### config.mk
export PLATFORM = sky130hd
export DESIGN_NAME = posit_mult_stream_es3
export DESIGN_NICKNAME = d
export VERILOG_FILES = /design/src/rtl/posit_mult_stream_es3_pkg.sv /design/src/rtl/posit_result_fifo.sv /design/src/rtl/posit_mult_stream_es3.sv
export SDC_FILE = /design/constraint.sdc
export NUM_CORES = 1
export LEC_CHECK = 0
export CAP_MARGIN = 10
export CELL_PAD_IN_SITES_DETAIL_PLACEMENT = 0
export CELL_PAD_IN_SITES_GLOBAL_PLACEMENT = 1
export CORE_MARGIN = 2
export CORE_UTILIZATION = 45
export CTS_CLUSTER_DIAMETER = 40
export DETAILED_ROUTE_END_ITERATION = 8
export PLACE_DENSITY_LB_ADDON = 0.1
export SETUP_SLACK_MARGIN = 0.3
export SYNTH_ARGS = -nofsm -noshare
export SYNTH_HDL_FRONTEND = slang
export SYNTH_SLANG_ARGS = --single-unit
### constraint.sdc
create_clock -name clk -period 7 [get_ports clk]
set_input_delay 2.1 -clock clk [delete_from_list [all_inputs] [get_ports clk]]
set_output_delay 2.1 -clock clk [all_outputs]
set_load 0.05 [all_outputs]
### src/rtl/posit_mult_stream_es3_pkg.sv
// Shared types and constants for the ES=3 posit multiplier and its streaming wrapper.
package posit_defines_es3;

   localparam int unsigned NBITS        = 32;
   localparam int unsigned MULT_LATENCY = 4;

   // One completed product as delivered by the multiplier.
   typedef struct packed {
      logic [NBITS-1:0] result;
      logic             inf;
      logic             zero;
   } mult_result;

   // Wrapper control state: FLUSH drains stale multiplier output after reset.
   typedef enum logic {
      FLUSH = 1'b0,
      RUN   = 1'b1
   } stream_state_e;

endpackage

### src/rtl/posit_result_fifo.sv
// In-order circular buffer of multiplier products with occupancy count.
module posit_result_fifo
   import posit_defines_es3::*;
#(
   parameter int unsigned DEPTH = 8
) (
   input  logic                         clk,
   input  logic                         reset_n,
   input  logic                         push,
   input  mult_result                   wdata,
   input  logic                         pop,
   output mult_result                   rdata,
   output logic [$clog2(DEPTH+1)-1:0]   count
);

   localparam int unsigned AW = $clog2(DEPTH);
   localparam int unsigned CW = $clog2(DEPTH+1);

   mult_result    mem [DEPTH];
   logic [AW-1:0] wr_ptr;
   logic [AW-1:0] rd_ptr;

   // Pointer and occupancy tracking; pointers wrap at the power-of-two depth.
   always_ff @(posedge clk or negedge reset_n) begin
      if (!reset_n) begin
         wr_ptr <= '0;
         rd_ptr <= '0;
         count  <= '0;
      end else begin
         if (push) wr_ptr <= wr_ptr + AW'(1);
         if (pop)  rd_ptr <= rd_ptr + AW'(1);
         count <= count + CW'(push) - CW'(pop);
      end
   end

   // Storage array; contents are only observable while count is non-zero.
   always_ff @(posedge clk) begin
      if (push) mem[wr_ptr] <= wdata;
   end

   // Head entry, forced to zero when empty so stale data never leaks out.
   assign rdata = (count != '0) ? mem[rd_ptr] : '0;

endmodule

### src/rtl/posit_mult_stream_es3.sv
// Valid/ready streaming wrapper around the fixed-latency ES=3 posit multiplier.
module posit_mult_stream_es3 #(
   parameter int unsigned DEPTH = 8,
   parameter int unsigned NBITS = posit_defines_es3::NBITS
) (
   input  logic                         clk,
   input  logic                         reset_n,
   input  logic                         in_valid,
   output logic                         in_ready,
   input  logic [NBITS-1:0]             in_a,
   input  logic [NBITS-1:0]             in_b,
   output logic                         mul_start,
   output logic [NBITS-1:0]             mul_in1,
   output logic [NBITS-1:0]             mul_in2,
   input  logic                         mul_done,
   input  logic [NBITS-1:0]             mul_result,
   input  logic                         mul_inf,
   input  logic                         mul_zero,
   output logic                         out_valid,
   input  logic                         out_ready,
   output logic [NBITS-1:0]             out_result,
   output logic                         out_inf,
   output logic                         out_zero,
   output logic [$clog2(DEPTH+1)-1:0]   level,
   output logic                         error
);

   import posit_defines_es3::*;

   localparam int unsigned LW = $clog2(DEPTH+1);
   localparam int unsigned FW = $clog2(MULT_LATENCY+1);

   stream_state_e state;
   logic [FW-1:0] flush_cnt;
   logic [LW-1:0] inflight;
   logic [LW-1:0] count;
   logic [LW:0]   reserved;
   logic          run;
   logic          accept;
   logic          done_bad;
   logic          done_ok;
   logic          pop;
   mult_result    wr_entry;
   mult_result    head;

   // Issue side: ready depends only on registered state, never on out_ready.
   assign run       = (state == RUN);
   assign reserved  = {1'b0, inflight} + {1'b0, count};
   assign level     = LW'(reserved);
   assign in_ready  = run && (32'(reserved) < DEPTH);
   assign accept    = in_valid && in_ready;
   assign mul_start = accept;
   assign mul_in1   = accept ? in_a : '0;
   assign mul_in2   = accept ? in_b : '0;

   // A done with nothing in flight or no room is a protocol violation and is dropped.
   assign done_bad  = run && mul_done && ((inflight == '0) || (count == LW'(DEPTH)));
   assign done_ok   = run && mul_done && !done_bad;

   // Consumer side.
   assign out_valid  = (count != '0);
   assign pop        = out_valid && out_ready;
   assign out_result = head.result;
   assign out_inf    = head.inf;
   assign out_zero   = head.zero;

   assign wr_entry = '{result: mul_result, inf: mul_inf, zero: mul_zero};

   // Flush/run control: wait out the multiplier pipeline before trusting done.
   always_ff @(posedge clk or negedge reset_n) begin
      if (!reset_n) begin
         state     <= FLUSH;
         flush_cnt <= FW'(MULT_LATENCY);
      end else if (state == FLUSH) begin
         flush_cnt <= flush_cnt - FW'(1);
         if (flush_cnt == FW'(1)) state <= RUN;
      end
   end

   // In-flight slot count and sticky protocol error.
   always_ff @(posedge clk or negedge reset_n) begin
      if (!reset_n) begin
         inflight <= '0;
         error    <= 1'b0;
      end else begin
         inflight <= inflight + LW'(accept) - LW'(done_ok);
         if (done_bad) error <= 1'b1;
      end
   end

   posit_result_fifo #(
      .DEPTH (DEPTH)
   ) u_fifo (
      .clk     (clk),
      .reset_n (reset_n),
      .push    (done_ok),
      .wdata   (wr_entry),
      .pop     (pop),
      .rdata   (head),
      .count   (count)
   );

endmodule
==> results.sh <==
export IMPL_root_buffer="clkbuf_16"
export IMPL_grt_pass1_vias=7216
export IMPL_clkTransAtPathRegs_ns=0.05
export IMPL_synth_nets=719
export IMPL_synthToLayoutAreaGrowth_pct=31.4
export IMPL_ys_warn_count=0
export IMPL_grt_start_max_net_pins=66
export IMPL_p_per_area_mw_per_mm2=517
export IMPL_worst_setup_path_start_kind="primary input"
export IMPL_dp_cells=1112
export IMPL_clock_sinks=291
export IMPL_hold_buffers=0
export IMPL_antenna_found_initial=0
export IMPL_place_congestion=0.885
export IMPL_layout_commonest_cell="edfxtp_1"
export IMPL_setup_tns_ns=0
export IMPL_drv_slew=0
export IMPL_die_area_mm2=0.0279
export IMPL_yosysTopAreaCell="edfxtp_1"
export IMPL_maxCapViolCount=0
export IMPL_final_nets=940
export IMPL_clk_latency_ns=0.50
export IMPL_cp_max_fo=46
export IMPL_final_cell_mix="272 x edfxtp_1, 143 x clkdlybuf4s50_1, 68 x mux4_2"
export IMPL_die_height_um=167
export IMPL_yosysTopAreaCellShare_pct=68.2
export IMPL_use_met1_pct=23.2
export IMPL_cts_setup_buffers=0
export IMPL_num_io_pins=209
export IMPL_cts_tree="built"
export IMPL_status="finished with violations"
export IMPL_wl_per_cell_um=23.4
export IMPL_max_freq_mhz=162
export IMPL_drc=4
export IMPL_failed_checks="design-rule violations"
export IMPL_grt_overflow=0
export IMPL_drt_iter0_markers=517
export IMPL_fin_crit_sh_pct=88.0
export IMPL_async_reset_ff_share_pct=6.53
export IMPL_synth_edf_count=272
export IMPL_ys_types=40
export IMPL_viasPerCell=5.50
export IMPL_num_vias=6451
export IMPL_insertedDiodeCount=0
export IMPL_syn_inst=594
export IMPL_critPathArrivalTime_ns=4.06
export IMPL_met2_usage_pct=37.6
export IMPL_routed_wl_mm=27.4
export IMPL_syn_area_mm2=0.0120
export IMPL_synth_seq_cells=291
export IMPL_relSlewSlack_pct=30.4
export IMPL_start_util_pct=45.8
export IMPL_ant_nets=0
export IMPL_grt_usage_pct=19.9
export IMPL_core_area_mm2=0.0261
export IMPL_layout_min_cycle_time_ns=6.16
export IMPL_setup_viol=0
export IMPL_netlist_top_cells_area="edfxtp_1 68%, mux4_2 13%, dfrtp_1 3.8%"
export IMPL_syn_avg_cell_area_um2=20.2
export IMPL_power_leakage_nw=5.55
export IMPL_rsz0062_at_grt="false"
export IMPL_tightest_slew_ns=1.04
export IMPL_grtUsageMet3_pct=4.07
export IMPL_die_w_um=167
export IMPL_grt_busiest_layer="met2"
export IMPL_rows=59
export IMPL_fin_cells=1173
export IMPL_clock_path_buffers=3
export IMPL_seq_area_frac_synth_pct=72.2
export IMPL_htree_levels=2
export IMPL_endpoint_kind="output pin"
export IMPL_grt_pass1_wl_mm=41.6
export IMPL_hold_viol_final=0
export IMPL_ys_flop_type="edfxtp_1"
export IMPL_required_ns=4.90
export IMPL_post_cts_resized=0
export IMPL_dr_pass1_iters=7
export IMPL_port_buffers=208
export IMPL_hold_path_class="reg -> reg"
export IMPL_skew_ns=0.0182
export IMPL_cts_buffers=36
export IMPL_crit_type="in -> out"
export IMPL_peakVddDrop_v=0.000379
export IMPL_dpl_hpwl_mm=16.6
export IMPL_final_layout_size_suffix_gt1_share_pct=26.3
## layer usage
metal / wire length, um / vias to the layer above
met3: 1480 / 30
li1: - / 2879
met4: 478 / 0
met5: 0 / -
met1: 10500 / 3311
met2: 15000 / 231
## worst paths after layout
check                                      start                           end  slack (ns)  cells after the start
setup reg to reg           inflight[1]$_DFF_PN0_         inflight[1]$_DFF_PN0_        4.13                     10
min in group asynchronous                reset_n     u_fifo.count[0]$_DFF_PN0_        2.13                      1
max in group asynchronous                reset_n  u_fifo.rd_ptr[0]$_DFFE_PN0P_        4.20                      1
hold / removal                 error$_DFFE_PN0P_             error$_DFFE_PN0P_        0.50                      1
setup / recovery                        in_valid                   mul_in2[29]        0.84                      6
hold reg to reg                error$_DFFE_PN0P_             error$_DFFE_PN0P_        0.50                      1
## worst max-delay path, stage by stage
cell	delay [ns]
clkdlybuf4s50_1	0.47
nand4bb_1	0.10
a211o_1	0.50
buf_4	0.36
a21boi_1	0.33
buf_12	0.18
## Yosys cell counts (4+ instances only)
library cell  count
dfrtp_1          18
mux4_2           68
a21oi_1           4
edfxtp_1        272
inv_1            20
xnor2_1           7
a21boi_0          5
a22o_1           34
buf_2            15
a21o_1            4
nand2_1           4
buf_6             9
a21boi_1         59
ha_1             19
xor2_1            5
clkbuf_1         14
## registers in the layout (all words and copies together), names as in the netlist
register / count
u_fifo.count: 4
flush_cnt: 3
run: 1
u_fifo.mem: 272
error: 1
u_fifo.rd_ptr: 3
u_fifo.wr_ptr: 3
inflight: 4
## kinds of logic (layout without fill, tap and decap cells)
| family | count (synthesis) | count (layout) | share of synthesized area [%] |
|---|---|---|---|
| xor gates and xnor gates | 12 | 12 | 0.877 |
| adders and majority gates | 22 | 22 | 2.49 |
| AOI/OAI and AO/OA | 110 | 110 | 7.16 |
| and+or+nand+nor | 28 | 28 | 1.67 |
| muxes | 70 | 70 | 13.0 |
| buffers and inverters | 61 | 305 | 2.66 |
| DFF | 291 | 291 | 72.2 |
## cell type report
| type | count | area, um^2 |
|---|---|---|
| fillers | 1903 | 10400 |
| repair buffers | 224 | 2210 |
| clock buffers | 42 | 955 |
| multi-input cells | 242 | 3060 |
| inverters | 20 | 75.1 |
| well taps | 335 | 419 |
| clock inverters | 19 | 362 |
| flip-flops and latches | 291 | 8650 |
## where the power goes
part / switching (mW) / leakage [nW] / internal, mW
clock: 0.672 / 0.640 / 1.34
sequential: 0.227 / 2.69 / 2.21
combinational: 2.26 / 2.23 / 1.42
## stage by stage
step                worst slack (ns)  power (mW)  util, %  cell area (um^2)  hold slack (ns)
floorplan                      0.536        5.01        -             12000            0.453
detailed placement             0.843        6.20     55.2             14400            0.488
global route                   0.724        8.49     60.2             15700            0.518
global placement               0.929        6.16     55.2             14400            0.468
finish                         0.841        8.13     60.2             15700            0.502
CTS                            0.841        8.24     60.2             15700            0.511
Power figures use the tool's default switching activity.
